### src/rtl/gpu_line_drawer.sv
// Bresenham line rasteriser for the GPU controller.
// Latches a pair of endpoints when run_line_i rises, computes the step terms in a
// one-cycle setup state, then streams one pixel per accepted handshake until the
// far endpoint is written. finished_line_o stays high until the controller drops
// run_line_i. Dropping run_line_i early aborts the line without a finish pulse.
//
// Ports
//   clk, rst                  : rising-edge clock, synchronous active-high reset
//   x1_i/y1_i/x2_i/y2_i       : line endpoints, sampled only in idle
//   run_line_i                : held high for the whole command
//   r_i/g_i/b_i               : line colour, sampled in setup
//   finished_line_o           : line complete (done state)
//   pix_x_o/pix_y_o           : current pixel coordinate
//   pix_r_o/pix_g_o/pix_b_o   : pixel colour
//   pix_valid_o/pix_ready_i   : pixel write handshake
module gpu_line_drawer #(
  parameter int unsigned WIDTH_BITS   = 10,
  parameter int unsigned HEIGHT_BITS  = 9,
  parameter int unsigned CHANNEL_BITS = 8
) (
  input  logic                    clk,
  input  logic                    rst,
  input  logic [WIDTH_BITS-1:0]   x1_i,
  input  logic [HEIGHT_BITS-1:0]  y1_i,
  input  logic [WIDTH_BITS-1:0]   x2_i,
  input  logic [HEIGHT_BITS-1:0]  y2_i,
  input  logic                    run_line_i,
  input  logic [CHANNEL_BITS-1:0] r_i,
  input  logic [CHANNEL_BITS-1:0] g_i,
  input  logic [CHANNEL_BITS-1:0] b_i,
  output logic                    finished_line_o,
  output logic [WIDTH_BITS-1:0]   pix_x_o,
  output logic [HEIGHT_BITS-1:0]  pix_y_o,
  output logic [CHANNEL_BITS-1:0] pix_r_o,
  output logic [CHANNEL_BITS-1:0] pix_g_o,
  output logic [CHANNEL_BITS-1:0] pix_b_o,
  output logic                    pix_valid_o,
  input  logic                    pix_ready_i
);

  localparam int unsigned MaxBits = (WIDTH_BITS > HEIGHT_BITS) ? WIDTH_BITS : HEIGHT_BITS;
  // Two extra bits: one for the sign, one so that 2*err cannot overflow.
  localparam int unsigned SBits = MaxBits + 2;

  localparam logic [WIDTH_BITS-1:0]  XOne = 1;
  localparam logic [HEIGHT_BITS-1:0] YOne = 1;

  typedef enum logic [1:0] {StIdle, StSetup, StDraw, StDone} state_e;

  state_e                   state_q, state_d;
  logic [WIDTH_BITS-1:0]    x1_q, x1_d, x2_q, x2_d, cur_x_q, cur_x_d;
  logic [HEIGHT_BITS-1:0]   y1_q, y1_d, y2_q, y2_d, cur_y_q, cur_y_d;
  logic                     sx_neg_q, sx_neg_d, sy_neg_q, sy_neg_d;
  logic signed [SBits-1:0]  dx_q, dx_d, dy_q, dy_d, err_q, err_d;
  logic [CHANNEL_BITS-1:0]  r_q, r_d, g_q, g_d, b_q, b_d;

  logic signed [SBits-1:0]  x1_s, x2_s, y1_s, y2_s, dx_abs, dy_neg, e2;

  assign x1_s   = $signed({{(SBits-WIDTH_BITS){1'b0}}, x1_q});
  assign x2_s   = $signed({{(SBits-WIDTH_BITS){1'b0}}, x2_q});
  assign y1_s   = $signed({{(SBits-HEIGHT_BITS){1'b0}}, y1_q});
  assign y2_s   = $signed({{(SBits-HEIGHT_BITS){1'b0}}, y2_q});
  assign dx_abs = (x2_s >= x1_s) ? (x2_s - x1_s) : (x1_s - x2_s);
  assign dy_neg = (y2_s >= y1_s) ? (y1_s - y2_s) : (y2_s - y1_s);
  assign e2     = err_q <<< 1;

  always_comb begin
    state_d  = state_q;
    x1_d     = x1_q;
    y1_d     = y1_q;
    x2_d     = x2_q;
    y2_d     = y2_q;
    cur_x_d  = cur_x_q;
    cur_y_d  = cur_y_q;
    sx_neg_d = sx_neg_q;
    sy_neg_d = sy_neg_q;
    dx_d     = dx_q;
    dy_d     = dy_q;
    err_d    = err_q;
    r_d      = r_q;
    g_d      = g_q;
    b_d      = b_q;

    unique case (state_q)
      StIdle: begin
        if (run_line_i) begin
          x1_d    = x1_i;
          y1_d    = y1_i;
          x2_d    = x2_i;
          y2_d    = y2_i;
          state_d = StSetup;
        end
      end
      StSetup: begin
        if (!run_line_i) begin
          state_d = StIdle;
        end else begin
          dx_d     = dx_abs;
          dy_d     = dy_neg;
          sx_neg_d = (x2_q < x1_q);
          sy_neg_d = (y2_q < y1_q);
          err_d    = dx_abs + dy_neg;
          cur_x_d  = x1_q;
          cur_y_d  = y1_q;
          // Controller colour is only valid from the second command cycle.
          r_d      = r_i;
          g_d      = g_i;
          b_d      = b_i;
          state_d  = StDraw;
        end
      end
      StDraw: begin
        if (!run_line_i) begin
          state_d = StIdle;
        end else if (pix_ready_i) begin
          if (cur_x_q == x2_q && cur_y_q == y2_q) begin
            state_d = StDone;
          end else begin
            // Both tests use the pre-step error term e2.
            if (e2 >= dy_q) begin
              err_d   = err_d + dy_q;
              cur_x_d = sx_neg_q ? (cur_x_q - XOne) : (cur_x_q + XOne);
            end
            if (e2 <= dx_q) begin
              err_d   = err_d + dx_q;
              cur_y_d = sy_neg_q ? (cur_y_q - YOne) : (cur_y_q + YOne);
            end
          end
        end
      end
      StDone: begin
        if (!run_line_i) state_d = StIdle;
      end
      default: state_d = StIdle;
    endcase
  end

  always_ff @(posedge clk) begin
    if (rst) begin
      state_q  <= StIdle;
      x1_q     <= '0;
      y1_q     <= '0;
      x2_q     <= '0;
      y2_q     <= '0;
      cur_x_q  <= '0;
      cur_y_q  <= '0;
      sx_neg_q <= 1'b0;
      sy_neg_q <= 1'b0;
      dx_q     <= '0;
      dy_q     <= '0;
      err_q    <= '0;
      r_q      <= '0;
      g_q      <= '0;
      b_q      <= '0;
    end else begin
      state_q  <= state_d;
      x1_q     <= x1_d;
      y1_q     <= y1_d;
      x2_q     <= x2_d;
      y2_q     <= y2_d;
      cur_x_q  <= cur_x_d;
      cur_y_q  <= cur_y_d;
      sx_neg_q <= sx_neg_d;
      sy_neg_q <= sy_neg_d;
      dx_q     <= dx_d;
      dy_q     <= dy_d;
      err_q    <= err_d;
      r_q      <= r_d;
      g_q      <= g_d;
      b_q      <= b_d;
    end
  end

  assign pix_valid_o     = (state_q == StDraw);
  assign finished_line_o = (state_q == StDone);
  assign pix_x_o         = cur_x_q;
  assign pix_y_o         = cur_y_q;
  assign pix_r_o         = r_q;
  assign pix_g_o         = g_q;
  assign pix_b_o         = b_q;

endmodule

### config.mk
export PLATFORM = sky130hd
export DESIGN_NAME = gpu_line_drawer
export DESIGN_NICKNAME = d
export VERILOG_FILES = /design/src/rtl/gpu_line_drawer.sv
export SDC_FILE = /design/constraint.sdc
export NUM_CORES = 1
export LEC_CHECK = 0
export BUFFER_PORTS_ARGS = -buffer_cell sky130_fd_sc_hd__clkbuf_2
export CAP_MARGIN = 40
export CORE_MARGIN = 4
export CORE_UTILIZATION = 40
export CTS_CLUSTER_SIZE = 20
export DETAILED_ROUTE_END_ITERATION = 10
export MAX_ROUTING_LAYER = met4
export PLACE_DENSITY = 0.68
export SYNTH_ARGS = -nofsm -noshare
export SYNTH_HDL_FRONTEND = slang
export SYNTH_SLANG_ARGS = --single-unit
### constraint.sdc
create_clock -name clk -period 4.6 [get_ports clk]
set_input_delay 0.46 -clock clk [delete_from_list [all_inputs] [get_ports clk]]
set_output_delay 0.46 -clock clk [all_outputs]
set_load 0.02 [all_outputs]
==> run_results.csv <==
group,metric,value,unit
timing,maxSlewHeadroom,0.525,
clock_network,clk_path_buf_depth,2,
clock_network,cts.root.buffer_cell,"sky130_fd_sc_hd__clkbuf_16",
die,core.rowCount,54,
timing,timing.final.max_slew_violations,0,
timing,period_needed,4.44,ns
timing,tightestPinTransition,0.713,ns
routing,maxUsedRoutingLayer,"met4",
routing,num_vias,8499,
worst_setup_path,reg2reg_depth,18,
worst_setup_path,worstSetupStartpoint,"y1_q[7]$_SDFFE_PP0P_",
yosys,ys.flop_type,"sky130_fd_sc_hd__dfxtp_1",
yosys,sequential_fraction_of_the_synthesis_area,0.261,
yosys,syn-cell-area,0.00898,mm2
routing,dr.first_iter.drc_count,642,
worst_setup_path,r2r_start,"y1_q[7]$_SDFFE_PP0P_",
die,die_w,158,um
global_route,wire_length_of_the_first_global_routing_pass,39.6,mm
finish,fin_nets,1460,
yosys,synth.ff_latch_count,117,
routing,ant_nets,0,
yosys,synthCells,1170,
yosys,netlist.top_cell.by_area,"sky130_fd_sc_hd__dfxtp_1",
clock_network,cts-htree-levels,4,
finish,stdcell_count,1573,
job,cap_violations,0,
clock_network,cts.clk_slew.worst_paths,0.07,ns
global_route,grt_max_degree,61,
yosys,ys_types,75,
yosys,yosys.area.top_type_share,0.261,
timing,fmaxAchievable,225,MHz
worst_setup_path,crit-reg2reg-capture,"err_q[10]$_SDFFE_PP0P_",
place,dpl.hpwl,18.4,mm
yosys,post_synth_net_total,1350,
place,place_congestion,0.928,
global_route,globalRouteOverflowTotal,0,
global_route,via_count_of_the_first_global_routing_pass,7930,
finish,area.growth.synth_to_final,18.6,%
pwr,fin_total_pwr,4.75,mW
yosys,average_size_of_a_mapped_cell,7.67,um2
place,place.port_buffers,110,
timing,postLayoutSetupSlackWorst,0.162,ns
pwr,power.density_cell_area,445,mW/mm2
yosys,number_of_enable_type_register_cells_in_the_synthesized_netlist,0,
routing,wire_per_inst,15.8,um
run_status,outcome,"finished clean",
global_route,grt.total_usage,0.203,
clock_network,clock_tree_from_tritoncts,"done",
finish,diodes,0,
die,num_io_pins,111,
worst_setup_path,largest_driver_fanout_on_the_critical_path,8,
worst_setup_path,critPathKind,"flip-flop to flip-flop",
pwr,ir_drop,285,uV
routing,drt-met1-wl,11.2,mm
worst_setup_path,crit_path_start_kind,"flip-flop",
routing,drt_pass1_iterations,5,
die,full_die_area,0.0249,mm2
finish,layout_cell_share_with_drive_strength_beyond_1,0.169,
worst_setup_path,crit_end,"err_q[10]$_SDFFE_PP0P_",
routing,wl_met2,11.4,mm
routing,drc,0,
routing,viasPerCell,5.40,
place,preCtsSetupSlack,-0.0123,ns
clock_network,cts_buffers,17,
yosys,ys_async_sr_fraction,0,
timing,fin_setup_tns,0,ns
die,floorplan.initialDensity,0.409,
worst_setup_path,critical_path.endpoint_type,"flip-flop",
worst_setup_path,required_time_of_the_worst_setup_path,4.88,ns
clock_network,numClockSinks,117,
worst_setup_path,timing.critical_path.arrival,4.72,ns
yosys,synth_warnings,0,
min_path,min-delay-path-class,"primary input to flip-flop",
routing,met3RoutedLength,1.30,mm
worst_setup_path,timing.reg2reg.setup_slack,0.16,ns
pwr,static-leakage-power,4.71,nW
global_route,antenna_found_initial,0,
die,core_box_area,0.0220,mm2
place,placed_cells_incl_taps,1539,
timing,clock-skew-final,0.0121,ns
finish,utilization,0.485,
routing,routed_wirelength,24.8,mm
die,die-height,158,um
yosys,ys_top_cells_by_area,"sky130_fd_sc_hd__dfxtp_1 26%, sky130_fd_sc_hd__ha_1 15%, sky130_fd_sc_hd__a21oi_1 8.4%",
timing,hold_violations,0,
clock_network,hold_buffers,0,
timing,layout_worst_path_cycle_share,0.965,
clock_network,worst_skew_pair.late_latency,0.43,ns
timing,setup-violations-final,0,
==> cell families after synthesis <==
kind of cell    Yosys count  share of synthesized area
mux                      30                     0.0343
compound gates          306                      0.214
xor+xnor                 69                     0.0673
flops                   117                      0.261
fa+ha+maj               114                      0.166
simple gates            385                      0.193
buf+inv                 149                     0.0635
==> report_power, final <==
part           leakage, nW  internal [mW]  switching [mW]  total, mW
clock                0.294          0.867           0.546       1.41
combinational         3.46          0.943            1.23       2.18
sequential           0.955           1.08          0.0740       1.16
total                 4.71           2.89            1.85       4.75
==> cells in the mapped netlist (all sizes together) (8+ instances only) <==
cell type	n
a211oi	23
a21o	18
a21oi	152
a31oi	10
buf	12
clkbuf	41
dfxtp	117
fa	9
ha	105
inv	95
mux2i	24
nand2	200
nand2b	8
nand3	18
nor2	70
nor2b	20
nor3	22
o21ai	43
xnor2	38
xor2	31
==> flip-flops by register name (all words and copies together) (netlist names) <==
name,cells
dx_q,11
err_q,11
dy_q,10
pix_x_o,10
x1_q,10
x2_q,10
pix_y_o,9
y1_q,9
y2_q,9
pix_b_o,8
pix_g_o,8
pix_r_o,8
state_q,2
sx_neg_q,1
sy_neg_q,1
==> worst max-delay path, cell delays in order, from the launching register on <==
cell and delay (ns):
sky130_fd_sc_hd__dfxtp_1 0.40, sky130_fd_sc_hd__inv_1 0.06, sky130_fd_sc_hd__ha_1 0.40, sky130_fd_sc_hd__a2111oi_4 0.44, sky130_fd_sc_hd__a21oi_2 0.09, sky130_fd_sc_hd__a31oi_4 0.32, sky130_fd_sc_hd__nand2_8 0.11, sky130_fd_sc_hd__o211a_4 0.26
sky130_fd_sc_hd__o221a_4 0.24, sky130_fd_sc_hd__xnor2_2 0.18, sky130_fd_sc_hd__ha_1 0.28, sky130_fd_sc_hd__or2_2 0.30, sky130_fd_sc_hd__a21oi_2 0.16, sky130_fd_sc_hd__a21oi_2 0.06, sky130_fd_sc_hd__a31o_2 0.25, sky130_fd_sc_hd__and4_1 0.21
sky130_fd_sc_hd__o21ai_0 0.13, sky130_fd_sc_hd__nor3b_1 0.29, sky130_fd_sc_hd__o41ai_2 0.12
==> how the worst min path moves through the flow <==
stage | endpoint | start | cells past startpoint | slack, ns
4_1_cts | pix_g_o[2]$_SDFFE_PP0P_ | g_i[2] | 3 | 0.23
5_1_grt | y1_q[1]$_SDFFE_PP0P_ | y1_i[1] | 3 | 0.24
6_report | pix_g_o[2]$_SDFFE_PP0P_ | g_i[2] | 3 | 0.25
3_5_place_dp | pix_g_o[0]$_SDFFE_PP0P_ | pix_g_o[0]$_SDFFE_PP0P_ | 2 | 0.45
3_3_place_gp | pix_r_o[3]$_SDFFE_PP0P_ | pix_r_o[3]$_SDFFE_PP0P_ | 2 | 0.44
2_1_floorplan | dx_q[2]$_SDFFE_PP0P_ | dx_q[2]$_SDFFE_PP0P_ | 2 | 0.45
==> routing by layer <==
layer / up-vias / GRT usage
met4: 0 / 0.0885
met1: 3917 / 0.267
met2: 261 / 0.310
li1: 4258 / -
met3: 63 / 0.0306
met5: - / -
==> layout by cell type, fill, tap and decap left out, drive strengths merged, types with 4 or more instances in the layout <==
| cell type | instances |
|---|---|
| o21ai | 43 |
| nand2b | 8 |
| xor2 | 31 |
| a211o | 4 |
| a2111oi | 4 |
| o21bai | 5 |
| nand4 | 7 |
| o41ai | 5 |
| buf | 35 |
| nor3b | 5 |
| and3 | 5 |
| and2 | 6 |
| o211ai | 7 |
| ha | 105 |
| nor2b | 20 |
| xnor2 | 38 |
| nor3 | 22 |
| fa | 9 |
| nor2 | 70 |
| nor4 | 6 |
| clkbuf | 126 |
| nand3 | 18 |
| a21o | 18 |
| inv | 102 |
| a211oi | 23 |
| mux2 | 6 |
| a21oi | 152 |
| or3 | 4 |
| dfxtp | 117 |
| a31oi | 10 |
| nand2 | 200 |
| mux2i | 24 |
==> stage by stage <==
stage	hold slack, ns	cell area [um2]
after CTS	0.229	10600
after global placement	0.441	9920
after detailed placement	0.446	9920
final	0.246	10700
after floorplan	0.454	8980
after global routing	0.238	10700
==> final cells by class <==
type                            count  area (um2)
Inverter                           96         360
Sequential cell                   117        2340
Timing Repair Buffer              144         808
Clock inverter                     15         194
Clock buffer                       17         425
Tap cell                          280         350
Fill cell                        2126       11300
Multi-Input combinational cell    904        6170
==> timing repair <==
| item | in CTS | in global routing |
|---|---|---|
| resized for setup | 4 | 23 |
| cloned | 0 | 0 |
| setup endpoints to repair | 2 | 3 |
| pin swaps | 0 | 4 |
| buffers inserted | 0 | 2 |
No activity file was read; power rests on OpenSTA's default activity.
